$ cat src/rtl/score_scan_controller_if.sv
// Scoreboard bus: hit/clear inputs, shared decoder loop (W_OUT -> SEG_IN), HEX and score outputs.
interface score_scan_controller_if;
    logic       HIT1;
    logic       HIT2;
    logic       CLR;
    logic [1:7] SEG_IN;
    logic [3:0] W_OUT;
    logic [1:7] HEX0;
    logic [1:7] HEX1;
    logic [1:7] HEX2;
    logic [1:7] HEX3;
    logic [7:0] SCORE1;
    logic [7:0] SCORE2;

    modport master (
        output HIT1, HIT2, CLR, SEG_IN,
        input  W_OUT, HEX0, HEX1, HEX2, HEX3, SCORE1, SCORE2
    );

    modport slave (
        input  HIT1, HIT2, CLR, SEG_IN,
        output W_OUT, HEX0, HEX1, HEX2, HEX3, SCORE1, SCORE2
    );
endinterface

$ cat src/rtl/score_scan_controller.sv
// Two saturating BCD scores scanned through one shared 7-segment decoder into HEX0-HEX3.
// Optional SCORE_LEADING_ZERO_BLANK_EN blanks a zero tens digit on HEX1/HEX3.
module score_scan_controller #(
    parameter int unsigned SCAN_DIV = 4
) (
    input logic                    CLOCK,
    input logic                    RESET,
    score_scan_controller_if.slave bus
);

    localparam logic [7:0] DwellLast = 8'(SCAN_DIV - 1);
    localparam logic [1:7] SegBlank  = 7'b1111111;

    typedef enum logic [1:0] {S0, S1, S2, S3} slot_e;

    slot_e      slot_q, slot_d;
    logic [7:0] dwell_q, dwell_d;
    logic [7:0] score1_q, score1_d;
    logic [7:0] score2_q, score2_d;
    logic [1:7] hex0_q, hex0_d;
    logic [1:7] hex1_q, hex1_d;
    logic [1:7] hex2_q, hex2_d;
    logic [1:7] hex3_q, hex3_d;
    logic [3:0] w_digit;
    logic [1:7] cap_seg;
    logic       last_dwell;

    // Saturates at 99; ones digit 9 carries into tens.
    function automatic logic [7:0] bcd_inc(input logic [7:0] s);
        logic [7:0] r;
        if (s == 8'h99) begin
            r = s;
        end else if (s[3:0] == 4'd9) begin
            r = {s[7:4] + 4'd1, 4'd0};
        end else begin
            r = {s[7:4], s[3:0] + 4'd1};
        end
        return r;
    endfunction

    always_comb begin
        score1_d = score1_q;
        score2_d = score2_q;
        if (bus.CLR) begin
            score1_d = 8'h00;
            score2_d = 8'h00;
        end else begin
            if (bus.HIT1) score1_d = bcd_inc(score1_q);
            if (bus.HIT2) score2_d = bcd_inc(score2_q);
        end
    end

    always_comb begin
        w_digit = 4'd0;
        unique case (slot_q)
            S0: w_digit = score1_q[3:0];
            S1: w_digit = score1_q[7:4];
            S2: w_digit = score2_q[3:0];
            S3: w_digit = score2_q[7:4];
            default: w_digit = 4'd0;
        endcase
    end

    always_comb begin
        cap_seg = bus.SEG_IN;
`ifdef SCORE_LEADING_ZERO_BLANK_EN
        if ((slot_q == S1 || slot_q == S3) && w_digit == 4'd0) cap_seg = SegBlank;
`endif
    end

    assign last_dwell = (dwell_q == DwellLast);

    always_comb begin
        slot_d  = slot_q;
        dwell_d = dwell_q + 8'd1;
        hex0_d  = hex0_q;
        hex1_d  = hex1_q;
        hex2_d  = hex2_q;
        hex3_d  = hex3_q;
        if (last_dwell) begin
            dwell_d = 8'd0;
            unique case (slot_q)
                S0: begin hex0_d = cap_seg; slot_d = S1; end
                S1: begin hex1_d = cap_seg; slot_d = S2; end
                S2: begin hex2_d = cap_seg; slot_d = S3; end
                S3: begin hex3_d = cap_seg; slot_d = S0; end
                default: slot_d = S0;
            endcase
        end
    end

    always_ff @(posedge CLOCK or posedge RESET) begin
        if (RESET) begin
            slot_q   <= S0;
            dwell_q  <= 8'd0;
            score1_q <= 8'h00;
            score2_q <= 8'h00;
            hex0_q   <= SegBlank;
            hex1_q   <= SegBlank;
            hex2_q   <= SegBlank;
            hex3_q   <= SegBlank;
        end else begin
            slot_q   <= slot_d;
            dwell_q  <= dwell_d;
            score1_q <= score1_d;
            score2_q <= score2_d;
            hex0_q   <= hex0_d;
            hex1_q   <= hex1_d;
            hex2_q   <= hex2_d;
            hex3_q   <= hex3_d;
        end
    end

    assign bus.W_OUT  = w_digit;
    assign bus.HEX0   = hex0_q;
    assign bus.HEX1   = hex1_q;
    assign bus.HEX2   = hex2_q;
    assign bus.HEX3   = hex3_q;
    assign bus.SCORE1 = score1_q;
    assign bus.SCORE2 = score2_q;

endmodule

$ cat src/flat_wrapper.sv
// flat-port wrapper written by rule: the top's interface ports become plain ports
module score_scan_controller_flat 
#(
    parameter int unsigned SCAN_DIV = 4
)
  (CLOCK, RESET, bus_HIT1, bus_HIT2, bus_CLR, bus_SEG_IN, bus_W_OUT, bus_HEX0, bus_HEX1, bus_HEX2, bus_HEX3, bus_SCORE1, bus_SCORE2);
  score_scan_controller_if bus_i ();
  input logic CLOCK;
  input logic RESET;
  input wire logic [$bits(bus_i.HIT1)-1:0] bus_HIT1;
  input wire logic [$bits(bus_i.HIT2)-1:0] bus_HIT2;
  input wire logic [$bits(bus_i.CLR)-1:0] bus_CLR;
  input wire logic [$bits(bus_i.SEG_IN)-1:0] bus_SEG_IN;
  output wire logic [$bits(bus_i.W_OUT)-1:0] bus_W_OUT;
  output wire logic [$bits(bus_i.HEX0)-1:0] bus_HEX0;
  output wire logic [$bits(bus_i.HEX1)-1:0] bus_HEX1;
  output wire logic [$bits(bus_i.HEX2)-1:0] bus_HEX2;
  output wire logic [$bits(bus_i.HEX3)-1:0] bus_HEX3;
  output wire logic [$bits(bus_i.SCORE1)-1:0] bus_SCORE1;
  output wire logic [$bits(bus_i.SCORE2)-1:0] bus_SCORE2;
  assign bus_i.HIT1 = bus_HIT1;
  assign bus_i.HIT2 = bus_HIT2;
  assign bus_i.CLR = bus_CLR;
  assign bus_i.SEG_IN = bus_SEG_IN;
  assign bus_W_OUT = bus_i.W_OUT;
  assign bus_HEX0 = bus_i.HEX0;
  assign bus_HEX1 = bus_i.HEX1;
  assign bus_HEX2 = bus_i.HEX2;
  assign bus_HEX3 = bus_i.HEX3;
  assign bus_SCORE1 = bus_i.SCORE1;
  assign bus_SCORE2 = bus_i.SCORE2;
  score_scan_controller #(.SCAN_DIV(SCAN_DIV)) u_core (.CLOCK(CLOCK), .RESET(RESET), .bus(bus_i));
endmodule
$ cat config.mk
export PLATFORM = sky130hd
export DESIGN_NAME = score_scan_controller_flat
export DESIGN_NICKNAME = d
export VERILOG_FILES = /design/src/rtl/score_scan_controller_if.sv /design/src/rtl/score_scan_controller.sv /design/src/flat_wrapper.sv
export SDC_FILE = /design/constraint.sdc
export NUM_CORES = 1
export LEC_CHECK = 0
export CAP_MARGIN = 20
export CORE_ASPECT_RATIO = 0.75
export CORE_MARGIN = 1
export CORE_UTILIZATION = 40
export CTS_CLUSTER_SIZE = 30
export DETAILED_ROUTE_END_ITERATION = 7
export PLACE_DENSITY_LB_ADDON = 0.1
export SKIP_CTS_REPAIR_TIMING = 1
export SYNTH_ARGS = -nofsm -noshare
export SYNTH_HDL_FRONTEND = slang
export SYNTH_SLANG_ARGS = --single-unit
$ cat constraint.sdc
create_clock -name CLOCK -period 2.98 [get_ports CLOCK]
set_clock_uncertainty 0.05 [all_clocks]
set_input_delay 0.745 -clock CLOCK [delete_from_list [all_inputs] [get_ports CLOCK]]
set_output_delay 0.745 -clock CLOCK [all_outputs]
set_load 0.1 [all_outputs]
# Yosys cells after proc, flatten, opt, wreduce, memory -nomap -nowiden
# Index checks and enable logic that the tools add are counted.
totals:
  elab_cells: 49
  regBits: 54
  output_inout_bits: 48
  inputBits: 12
classes:
  reduce_logical: 13
  eq_ne: 10
  mux: 11
  add_sub_neg: 5
ops:
  columns: ["operator", "n"]
  rows:
  - ["two-way mux 8 bit", 9]
  - ["adder 4 x 1 -> 4 bit (second input constant)", 4]
  - ["== test 8 bit (second input constant)", 2]
  - ["one-hot mux 4 bit (4 select lines)", 1]
  - ["AND reduction 2 bit", 6]
  - ["adder 8 x 1 -> 8 bit (second input constant)", 1]
  - ["== test 4 bit (second input constant)", 2]
  - ["== test 8 x 2 -> 1 bit (second input constant)", 1]
  - ["one-hot mux 2 bit (4 select lines)", 1]
  - ["nonzero test 2 bit", 4]
  - ["AND reduction 3 bit", 2]
  - ["== test 2 bit (second input constant)", 2]
  - ["inequality test 2 bit (second input constant)", 2]
  - ["== test 2 x 1 -> 1 bit (second input constant)", 1]
  - ["logical NOT 2 bit", 1]

# Longest topological paths before layout
# Gate-level depths: netlist (run 1).
depth:
  ltp_word: 5
  depth_mapped: 5
  ltp_nobuf: 5

# Worst setup path after synthesis (run 1)
# Ideal clock, no wire load.
synth_path:
  kind: "reg-to-output"
  from: "register u_core.score1_q[4], in the netlist u_core.bus.SCORE1[4]"
  to: "output port bus_W_OUT[0]"
  stages_incl_launch_ff: 3
  t_required_ps: 2185
  t_arrival_ps: 2759
  slack_ps: -574
  n_path_buf: 0
  path_cell_list: "dfrtp_1 > a222oi_1 > mux2i_1"
synth_via:
  elab_chain_len: 1
synth_rtl:
  columns: ["item", "line_no", "rtl"]
  rows:
  - ["from (decl)", "score_scan_controller.sv:18", "logic [7:0] score1_q, score1_d;"]
  - ["from (signal assigned)", "score_scan_controller.sv:105", "score1_q <= score1_d;"]
  - ["one-hot mux 4 bit (4 select lines)", "score_scan_controller.sv:55", "unique case (slot_q)"]
  - ["to (decl)", "flat_wrapper.sv:14", "output wire logic [$bits(bus_i.W_OUT)-1:0] bus_W_OUT;"]
# No other way between the ends.

# Worst setup path in the final report (run 1)
layout_path:
  from: "register u_core.slot_q[1]"
  to: "output port bus_W_OUT[1]"
layout_via:
  elab_chain_len: 2
  elab_cells_between_ends: 5
  cone_classes: "eq/ne: 3; mux: 1; reduce/logical: 1"
layout_rtl:
  columns: ["item", "line_no", "rtl"]
  rows:
  - ["from (decl)", "score_scan_controller.sv:16", "slot_e slot_q, slot_d;"]
  - ["from (signal assigned)", "score_scan_controller.sv:103", "slot_q <= slot_d;"]
  - ["== test 2 bit, or another cell as far along", "score_scan_controller.sv:55", null]
  - ["one-hot mux 4 bit (4 select lines) *", "score_scan_controller.sv:55", null]
# Mark *: on every way between the ends. The rest lies on a longest branch, timed or not.

==> results of run 1 <==
-- worst max-delay path by stage --
stage	start	endpoint	slack (ns)	depth (start not counted)
after floorplan	u_core.bus.SCORE1[4]$_DFFE_PP0P_	bus_W_OUT[0]	0.20	2
after global placement	bus_HIT1	u_core.bus.SCORE1[6]$_DFFE_PP0P_	0.55	4
after detailed placement	bus_HIT1	u_core.bus.SCORE1[6]$_DFFE_PP0P_	0.52	4
after CTS	u_core.slot_q[1]$_DFFE_PP0N_	bus_W_OUT[1]	0.25	5
after global routing	u_core.slot_q[1]$_DFFE_PP0N_	bus_W_OUT[1]	0.14	5
final	u_core.slot_q[1]$_DFFE_PP0N_	bus_W_OUT[1]	0.28	5
-- layout make-up --
class                           count  area (um^2)  share of cell area, %
Clock buffer                        8        132.6                  3.839
Tap cell                           81        101.3                  2.934
Inverter                           12        45.04                  1.304
Timing Repair Buffer               61        548.0                  15.86
Multi-Input combinational cell    141         1241                  35.93
Sequential cell                    54         1386                  40.13
-- registers in the layout (all words and copies together) (netlist names) --
| register | cells |
|---|---|
| u_core.bus.SCORE1 | 8 |
| u_core.slot_q | 2 |
| u_core.bus.HEX2 | 7 |
| u_core.dwell_q | 8 |
| u_core.bus.HEX0 | 7 |
| u_core.bus.SCORE2 | 8 |
| u_core.bus.HEX3 | 7 |
| u_core.bus.HEX1 | 7 |
-- report_power, final --
group          total (uW)  internal (uW)  switching, uW
clock                 524            291            233
sequential            791            772           19.4
combinational         340           82.7            258
total                1660           1150            510
-- synthesized netlist by cell type (3+ instances only) --
cell	n	share of area [%]
dfstp_2	28	28
nand3_1	12	2.3
nand3b_1	4	1.1
nor2b_1	5	1.2
a222oi_1	4	1.5
nand2_1	6	0.86
ha_1	14	6.7
inv_1	12	1.7
o31ai_1	4	1.1
a21oi_1	8	1.5
nand3_2	4	1.5
mux2i_1	6	2.3
dfrtp_1	26	25
xnor2_1	5	1.7
o21ai_0	5	0.95
or3_1	3	0.71
nor2_1	9	1.3
mux2_2	30	13
or4b_2	3	1.1
-- layout by cell type (no fill, tap or decap), types with 2 or more instances in the layout --
cell type        count
buf_4               45
mux2_2              30
dfstp_2             28
dfrtp_1             26
ha_1                14
nand3_1             12
inv_1               11
clkdlybuf4s50_1     11
nor2_1               9
a21oi_1              8
nand2_1              6
clkbuf_8             6
nor2b_1              5
o21ai_0              5
xnor2_1              5
buf_12               5
nand3b_1             4
o31ai_1              4
nand3_2              4
a222oi_1             4
mux2i_4              4
or4b_2               3
or3_1                3
nand4b_1             2
o21a_1               2
nand2b_1             2
mux2i_1              2
and3_1               2
mux2_1               2
clkbuf_16            2
-- logic make-up (layout without fill, tap and decap cells) --
| logic type | after synthesis | in the layout | share of synthesized area, % |
|---|---|---|---|
| flip-flops | 54 | 54 | 52.64 |
| AND/OR/NAND/NOR | 57 | 57 | 13.92 |
| buffers and inverters | 15 | 81 | 2.138 |
| XOR/XNOR | 6 | 6 | 1.995 |
| multiplexers | 38 | 38 | 15.96 |
| AO/OA/AOI/OAI | 26 | 26 | 6.698 |
| adder cells (fa/ha/maj) | 14 | 14 | 6.651 |
-- through the flow --
| step | instance area (um^2) | hold WS (ns) | instances | power (uW) |
|---|---|---|---|---|
| 2_1_floorplan | 2684 | 0.3705 | 210 | 1058 |
| 3_3_place_gp | 3322 | 0.3953 | 349 | 1146 |
| 4_1_cts | 3455 | 0.4136 | 357 | 1680 |
| 5_1_grt | 3455 | 0.4385 | 357 | 1722 |
| 3_5_place_dp | 3322 | 0.3935 | 349 | 1146 |
| 6_report | 3455 | 0.4152 | 357 | 1656 |
-- metal layers --
metal	global-route usage, %	share of wire [%]	routed length, um
met5	0	0	0
met4	4.478	0.70	38
met2	23.25	42	2289
met3	4.822	4.9	268
met1	26.74	52	2843
==> results.yml, run 1 <==
status:
  run_status: "finished, final reports clean"
floorplan:
  core_area_um2: 6319
  chipWidth_um: 95.70
  die_y_um: 72.28
  pin_count: 60
  die_area_um2: 6916
  rows: 25
  initial_core_util_pct: 41.68
setup_path:
  critPathArrivalTime_ns: 1.91
  path_max_fanout: 5
  crit_family: "compound AO/OA/AOI/OAI gates"
  critPathSlowestCell: "a222oi_1"
  timing.rr.end: "u_core.bus.HEX3[7]$_DFFE_PP1P_"
  path_cells: "inv_1, ha_1, a222oi_1, mux2i_4, buf_12"
  timing.rr.start: "u_core.dwell_q[0]$_DFF_PP0_"
  cp-start-kind: "flop"
  worstRegToRegCells: 4
  path_class: "reg -> out"
  reg2reg_slack_ns: 1.03
  critical_path_buf_inv_count: 2
  end_kind: "output pin"
  required_ns: 2.18
  cpPeakStageDelay_ns: 0.53
synthesis:
  yosysSeqAreaShare_pct: 52.64
  synth.distinct_cells: 35
  yosys_warnings: 0
  netlist_area_um2: 2634
  ys_async_sr_fraction_pct: 100.0
  syn_nets: 236
  syn_avg_cell_area_um2: 12.54
  syn_inst: 210
  synth-seq-cells: 54
  synth-main-ff-cell: "dfstp_2"
  synth-edff-count: 0
timing:
  worst_slew_pin_slew_ns: 0.5620
  timing.fmax_mhz: 370.2
  tns_ns: 0
  min_period_over_period_pct: 90.66
  relSlewSlack_pct: 62.37
  finalCriticalPeriod_ns: 2.702
  slew_violations: 0
  finalSetupViolations: 0
  fin_ws_ns: 0.2784
  hold_viol: 0
  rsz0062_at_grt: "no"
global_routing:
  grt_pass1_wl_mm: 8.976
  grt_pass1_vias: 1744
  grt_max_degree: 55
  grt.total_usage_pct: 17.19
  gr-total-overflow: 0
  antenna_found_initial: 0
clock_tree:
  numCtsBuffers: 5
  clock_sinks: 54
  clockBufferDepth: 2
  clk_latency_ns: 0.30
  clockRootBuffer: "clkbuf_8"
  cts_tree: "done"
  cts_max_level: 2
  clk_pin_slew_ns: 0.09
route:
  drtPass1Iterations: 4
  ant_nets: 0
  first_iter_violations: 62
  drt-total-wl_mm: 5.439
  vias: 1803
  route.detailed.drc: 0
  wl_per_cell_um: 15.24
  via_per_inst: 5.050
power_and_ir_drop:
  p_per_area_nw_per_um2: 479.4
  peakVddDrop_uv: 248.9
  leakage_uw: 0.001499
placement:
  place_congestion: 0.7657
  portBuffers: 59
  place_ws_ns: 0.5229
  dp.final_hpwl_mm: 3.916
min_path:
  worstHoldPathCells: 1
  hp-start: "u_core.dwell_q[0]$_DFF_PP0_"
  hold_class: "reg -> reg"
  whs_endpoint: "u_core.dwell_q[0]$_DFF_PP0_"
layout:
  drive_above_1_share_pct: 47.46
  nets: 301
  final_core_util_pct: 54.67
  nFillCells: 572
  diodes: 0
  area_growth_pct: 31.16
flow_run:
  maxCapViolCount: 0
(Power assumes the default switching activity.)
==> run 2: changes to the inputs <==
==> constraint.sdc (replaced) <==
create_clock -name CLOCK -period 2.98 [get_ports CLOCK]
set_clock_uncertainty 0.05 [all_clocks]
set_input_delay 0.894 -clock CLOCK [delete_from_list [all_inputs] [get_ports CLOCK]]
set_output_delay 0.894 -clock CLOCK [all_outputs]
set_load 0.1 [all_outputs]
==> run 2 against run 1 <==
Against the previous run:
- non-clock buffer count grew 1
- critical path depth shrank 1
- via count grew 0.17%
- largest cell class unchanged
- largest power group unchanged
- first-iteration DRC count fell by 39%
- sequential power is essentially flat
- combinational power hardly changed
- clock power shrank 10%
- utilization decreased by 0.34 points
- global-route usage fell by 0.18 points
- die area stayed put
- wire length decreased by 1.3%
- register-to-register slack improved by 0.02 ns
- critical path type unchanged
==> results.yml, run 2 (same netlist as run 1, synthesis figures left out) <==
status:
  run_status: "finished, final reports clean"
timing:
  hold_viol: 0
  min_period_over_period_pct: 94.65
  rsz0062_at_grt: "no"
  tns_ns: 0
  finalCriticalPeriod_ns: 2.821
  worst_slew_pin_slew_ns: 0.5560
  finalSetupViolations: 0
  slew_violations: 0
  relSlewSlack_pct: 62.77
  timing.fmax_mhz: 354.5
route:
  ant_nets: 0
  route.detailed.drc: 0
  drtPass1Iterations: 4
  drt-total-wl_mm: 5.368
  wl_per_cell_um: 14.99
  via_per_inst: 5.045
  first_iter_violations: 38
  vias: 1806
placement:
  placed_cell_area_um2: 3317
  portBuffers: 59
  place_congestion: 0.7718
  dp.final_hpwl_mm: 4.002
layout:
  drive_above_1_share_pct: 48.01
  diodes: 0
  nFillCells: 546
  layout_commonest_cell: "buf_4"
  final_core_util_pct: 54.34
  nets: 302
  area_growth_pct: 30.36
  final_area_um2: 3433
  final_cell_mix: "47 x buf_4, 30 x mux2_2, 28 x dfstp_2, 26 x dfrtp_1"
clock_tree:
  numCtsBuffers: 5
  clk_latency_ns: 0.30
  clockBufferDepth: 2
  clock_sinks: 54
  cts_max_level: 2
  clk_pin_slew_ns: 0.09
  clockRootBuffer: "clkbuf_8"
  cts_tree: "done"
floorplan:
  die_y_um: 72.28
  chipWidth_um: 95.70
  die_area_um2: 6916
  core_area_um2: 6319
  rows: 25
  pin_count: 60
  initial_core_util_pct: 41.68
power_and_ir_drop:
  p_per_area_nw_per_um2: 465.9
  swShare_pct: 31.59
  switchingPower_uw: 505.3
  intPower_uw: 1094
  leakage_uw: 0.001486
  seqPwrFrac_pct: 49.4
  p_clk_share_pct: 29.3
  peakVddDrop_uv: 268.6
  combPwrFrac_pct: 21.2
setup_path:
  end_kind: "output pin"
  required_ns: 2.04
  path_class: "reg -> out"
  path_max_fanout: 5
  critPathArrivalTime_ns: 1.88
  cp-start-kind: "flop"
global_routing:
  antenna_found_initial: 0
  grt.total_usage_pct: 17.01
  grt_max_degree: 28
  grt_pass1_wl_mm: 8.901
  grt_pass1_vias: 1770
  gr-total-overflow: 0
flow_run:
  maxCapViolCount: 0
min_path:
  hold_class: "reg -> reg"
run 2: layout make-up:
cell class / count / area (um^2) / share of cell area, %
Sequential cell: 54 / 1386 / 40.38
Multi-Input combinational cell: 141 / 1246 / 36.30
Timing Repair Buffer: 62 / 543.0 / 15.82
Clock buffer: 8 / 111.4 / 3.243
Tap cell: 81 / 101.3 / 2.952
Inverter: 12 / 45.04 / 1.312
run 2: worst max-delay path, cell delays in order (launching register included):
cell and delay (ns):
dfrtp_1 0.41, inv_1 0.13, ha_1 0.49, mux2i_4 0.34
buf_12 0.20
run 2: power by group through the flow:
| stage | sequential, uW | combinational, uW | clock (uW) |
|---|---|---|---|
| global route | 795 | 354 | 518 |
| finish | 791 | 340 | 469 |
| floorplan | 986 | 71.6 | 0 |
| detailed placement | 803 | 342 | 0 |
| global placement | 803 | 341 | 0 |
| CTS | 791 | 343 | 487 |
run 2: worst paths after layout:
kind | startpoint | end | slack, ns | depth (start not counted)
min in group asynchronous | RESET | u_core.bus.SCORE2[2]$_DFFE_PP0P_ | 0.77 | 2
max in group asynchronous | RESET | u_core.bus.HEX3[3]$_DFFE_PP1P_ | 1.47 | 3
hold reg to reg | u_core.dwell_q[0]$_DFF_PP0_ | u_core.dwell_q[0]$_DFF_PP0_ | 0.41 | 1
setup / recovery | u_core.slot_q[0]$_DFFE_PP0N_ | bus_W_OUT[0] | 0.16 | 4
hold / removal | u_core.dwell_q[0]$_DFF_PP0_ | u_core.dwell_q[0]$_DFF_PP0_ | 0.41 | 1
setup reg to reg | u_core.bus.SCORE1[1]$_DFFE_PP0P_ | u_core.bus.SCORE1[6]$_DFFE_PP0P_ | 1.05 | 5
run 2: layer usage:
layer / wire [um] / track usage, %
met4: 31 / 3.980
met5: 0 / 0
met2: 2362 / 23.89
met3: 204 / 3.983
met1: 2769 / 26.43
run 2: through the flow:
stage	hold WS [ns]	worst slack, ns	instances	power (uW)
global placement	0.3959	0.3927	350	1144
global route	0.4511	0.04208	358	1667
floorplan	0.3705	0.05042	210	1058
CTS	0.4086	0.1042	358	1621
finish	0.4093	0.1595	358	1600
detailed placement	0.3926	0.3665	350	1146
==> run 3: changes to the inputs <==
--- a/config.mk
+++ b/config.mk
@@ -12,6 +12,7 @@
 export CTS_CLUSTER_SIZE = 30
 export DETAILED_ROUTE_END_ITERATION = 7
 export PLACE_DENSITY_LB_ADDON = 0.1
+export REMOVE_ABC_BUFFERS = 1
 export SKIP_CTS_REPAIR_TIMING = 1
 export SYNTH_ARGS = -nofsm -noshare
 export SYNTH_HDL_FRONTEND = slang
==> run 3 against run 2 <==
Against the previous run:
- critical path depth is 1 higher
- cell count stayed put
- die area unchanged
- clock power fell by 5.3%
- combinational power shrank 1%
- maximum frequency up 2.8%
- final area decreased by 1.8%
- register-to-register slack worse by 0.06 ns
- power is 1.8% lower
- hold slack gained 0.017 ns
- critical path type unchanged
- sequential power about the same
==> results.yml, run 3 (same netlist as run 1, synthesis figures left out) <==
route:
  vias: 1816
  wl_per_cell_um: 15.01
  drt-total-wl_mm: 5.373
  drtPass1Iterations: 4
  first_iter_violations: 82
  route.detailed.drc: 0
  via_per_inst: 5.073
  ant_nets: 0
power_and_ir_drop:
  peakVddDrop_uv: 264.2
  total_power_uw: 1570
  leakage_uw: 0.001500
  p_per_area_nw_per_um2: 465.9
floorplan:
  core_area_um2: 6319
  die_y_um: 72.28
  rows: 25
  pin_count: 60
  die_area_um2: 6916
  chipWidth_um: 95.70
  initial_core_util_pct: 41.68
clock_tree:
  clock_sinks: 54
  cts_tree: "done"
  clockRootBuffer: "clkbuf_8"
  clockBufferDepth: 2
  cts_max_level: 2
  numCtsBuffers: 5
  clk_latency_ns: 0.30
  clk_pin_slew_ns: 0.09
global_routing:
  gr-total-overflow: 0
  use_met3_pct: 4.298
  grt_busiest_layer: "met1"
  grt_pass1_vias: 1735
  grtUsageMet2_pct: 23.89
  grt_max_degree: 29
  grt.total_usage_pct: 17.04
  grt_pass1_wl_mm: 8.901
  grtUsageMet1_pct: 26.31
  antenna_found_initial: 0
timing:
  timing.fmax_mhz: 364.5
  relSlewSlack_pct: 63.33
  slew_violations: 0
  rsz0062_at_grt: "no"
  hold_viol: 0
  finalSetupViolations: 0
  min_period_over_period_pct: 92.07
  finalCriticalPeriod_ns: 2.744
  worst_slew_pin_slew_ns: 0.5476
placement:
  dp.final_hpwl_mm: 4.037
  place_congestion: 0.7607
  portBuffers: 59
layout:
  final_core_util_pct: 53.35
  final_cell_mix: "47 x buf_4, 30 x mux2_2, 28 x dfstp_2, 26 x dfrtp_1, 14 x ha_1"
  diodes: 0
  layout_commonest_cell: "buf_4"
  nFillCells: 580
  nets: 302
  drive_above_1_share_pct: 45.85
  area_growth_pct: 27.98
setup_path:
  critPathSlowestCell: "dfrtp_1"
  cpPeakStageDelay_ns: 0.40
  path_cells: "inv_1, ha_1, a222oi_1, mux2i_1, buf_12"
  required_ns: 2.04
  end_kind: "output pin"
  path_class: "reg -> out"
  critPathArrivalTime_ns: 1.80
  path_max_fanout: 5
  cp-start-kind: "flop"
status:
  run_status: "finished, final reports clean"
min_path:
  hold_class: "reg -> reg"
flow_run:
  maxCapViolCount: 0
[run 3: cell types whose count changed in the layout (fill, tap and decap cells not counted)]
cell | previous run | this run
ha_2 | 2 | 0
inv_4 | 0 | 1
mux2i_4 | 4 | 0
clkbuf_8 | 6 | 5
mux2i_1 | 2 | 6
ha_1 | 12 | 14
[run 3: power by group]
group	leakage, uW	total (uW)	switching [uW]	internal [uW]
registers	0.000651	790	18.5	772
logic	0.000795	336	256	79.5
clock network	0.0000539	444	226	218
[run 3: worst max-delay path: cells and delay by family (launching register included)]
kind                     cells  cell delay, ns
flip-flops                   1            0.40
AO/OA/AOI/OAI                1            0.38
buffers and inverters        2            0.29
adder cells (fa/ha/maj)      1            0.25
multiplexers                 1            0.18
[run 3: layout make-up]
| class | count | area [um^2] | share of cell area (%) |
|---|---|---|---|
| timing repair buffer | 62 | 543.0 | 16.11 |
| clock inverter | 1 | 6.256 | 0.1856 |
| sequential | 54 | 1386 | 41.13 |
| tap | 81 | 101.3 | 3.007 |
| clock buffer | 7 | 97.59 | 2.895 |
| inverter | 12 | 45.04 | 1.336 |
| multi-input combinational | 141 | 1191 | 35.34 |
[run 3: final timing paths]
| kind | from | to | slack [ns] | cells after the start |
|---|---|---|---|---|
| min | u_core.dwell_q[0]$_DFF_PP0_ | u_core.dwell_q[0]$_DFF_PP0_ | 0.43 | 1 |
| max reg2reg | u_core.dwell_q[0]$_DFF_PP0_ | u_core.bus.HEX3[7]$_DFFE_PP1P_ | 0.99 | 4 |
| max | u_core.slot_q[1]$_DFFE_PP0N_ | bus_W_OUT[1] | 0.24 | 5 |
| min reg2reg | u_core.dwell_q[0]$_DFF_PP0_ | u_core.dwell_q[0]$_DFF_PP0_ | 0.43 | 1 |
| max in group asynchronous | RESET | u_core.bus.HEX1[4]$_DFFE_PP1P_ | 1.65 | 3 |
| min in group asynchronous | RESET | u_core.slot_q[1]$_DFFE_PP0N_ | 0.93 | 3 |
[run 3: metrics by stage]
step / hold WS (ns) / setup WS [ns] / instance area [um^2] / TNS (ns) / instances
2_1_floorplan: 0.3705 / -0.7235 / 2623 / -2.774 / 207
3_3_place_gp: 0.3907 / 0.3965 / 3267 / 0 / 350
3_5_place_dp: 0.3950 / 0.3742 / 3267 / 0 / 350
4_1_cts: 0.4300 / 0.2262 / 3371 / 0 / 358
5_1_grt: 0.4630 / 0.05238 / 3371 / 0 / 358
6_report: 0.4261 / 0.2362 / 3371 / 0 / 358
[run 3: routing by layer]
metal / share of wire, % / routed length, um
met4: 0.86 / 46
met3: 4.1 / 218
met1: 50 / 2696
met2: 45 / 2411
met5: 0 / 0
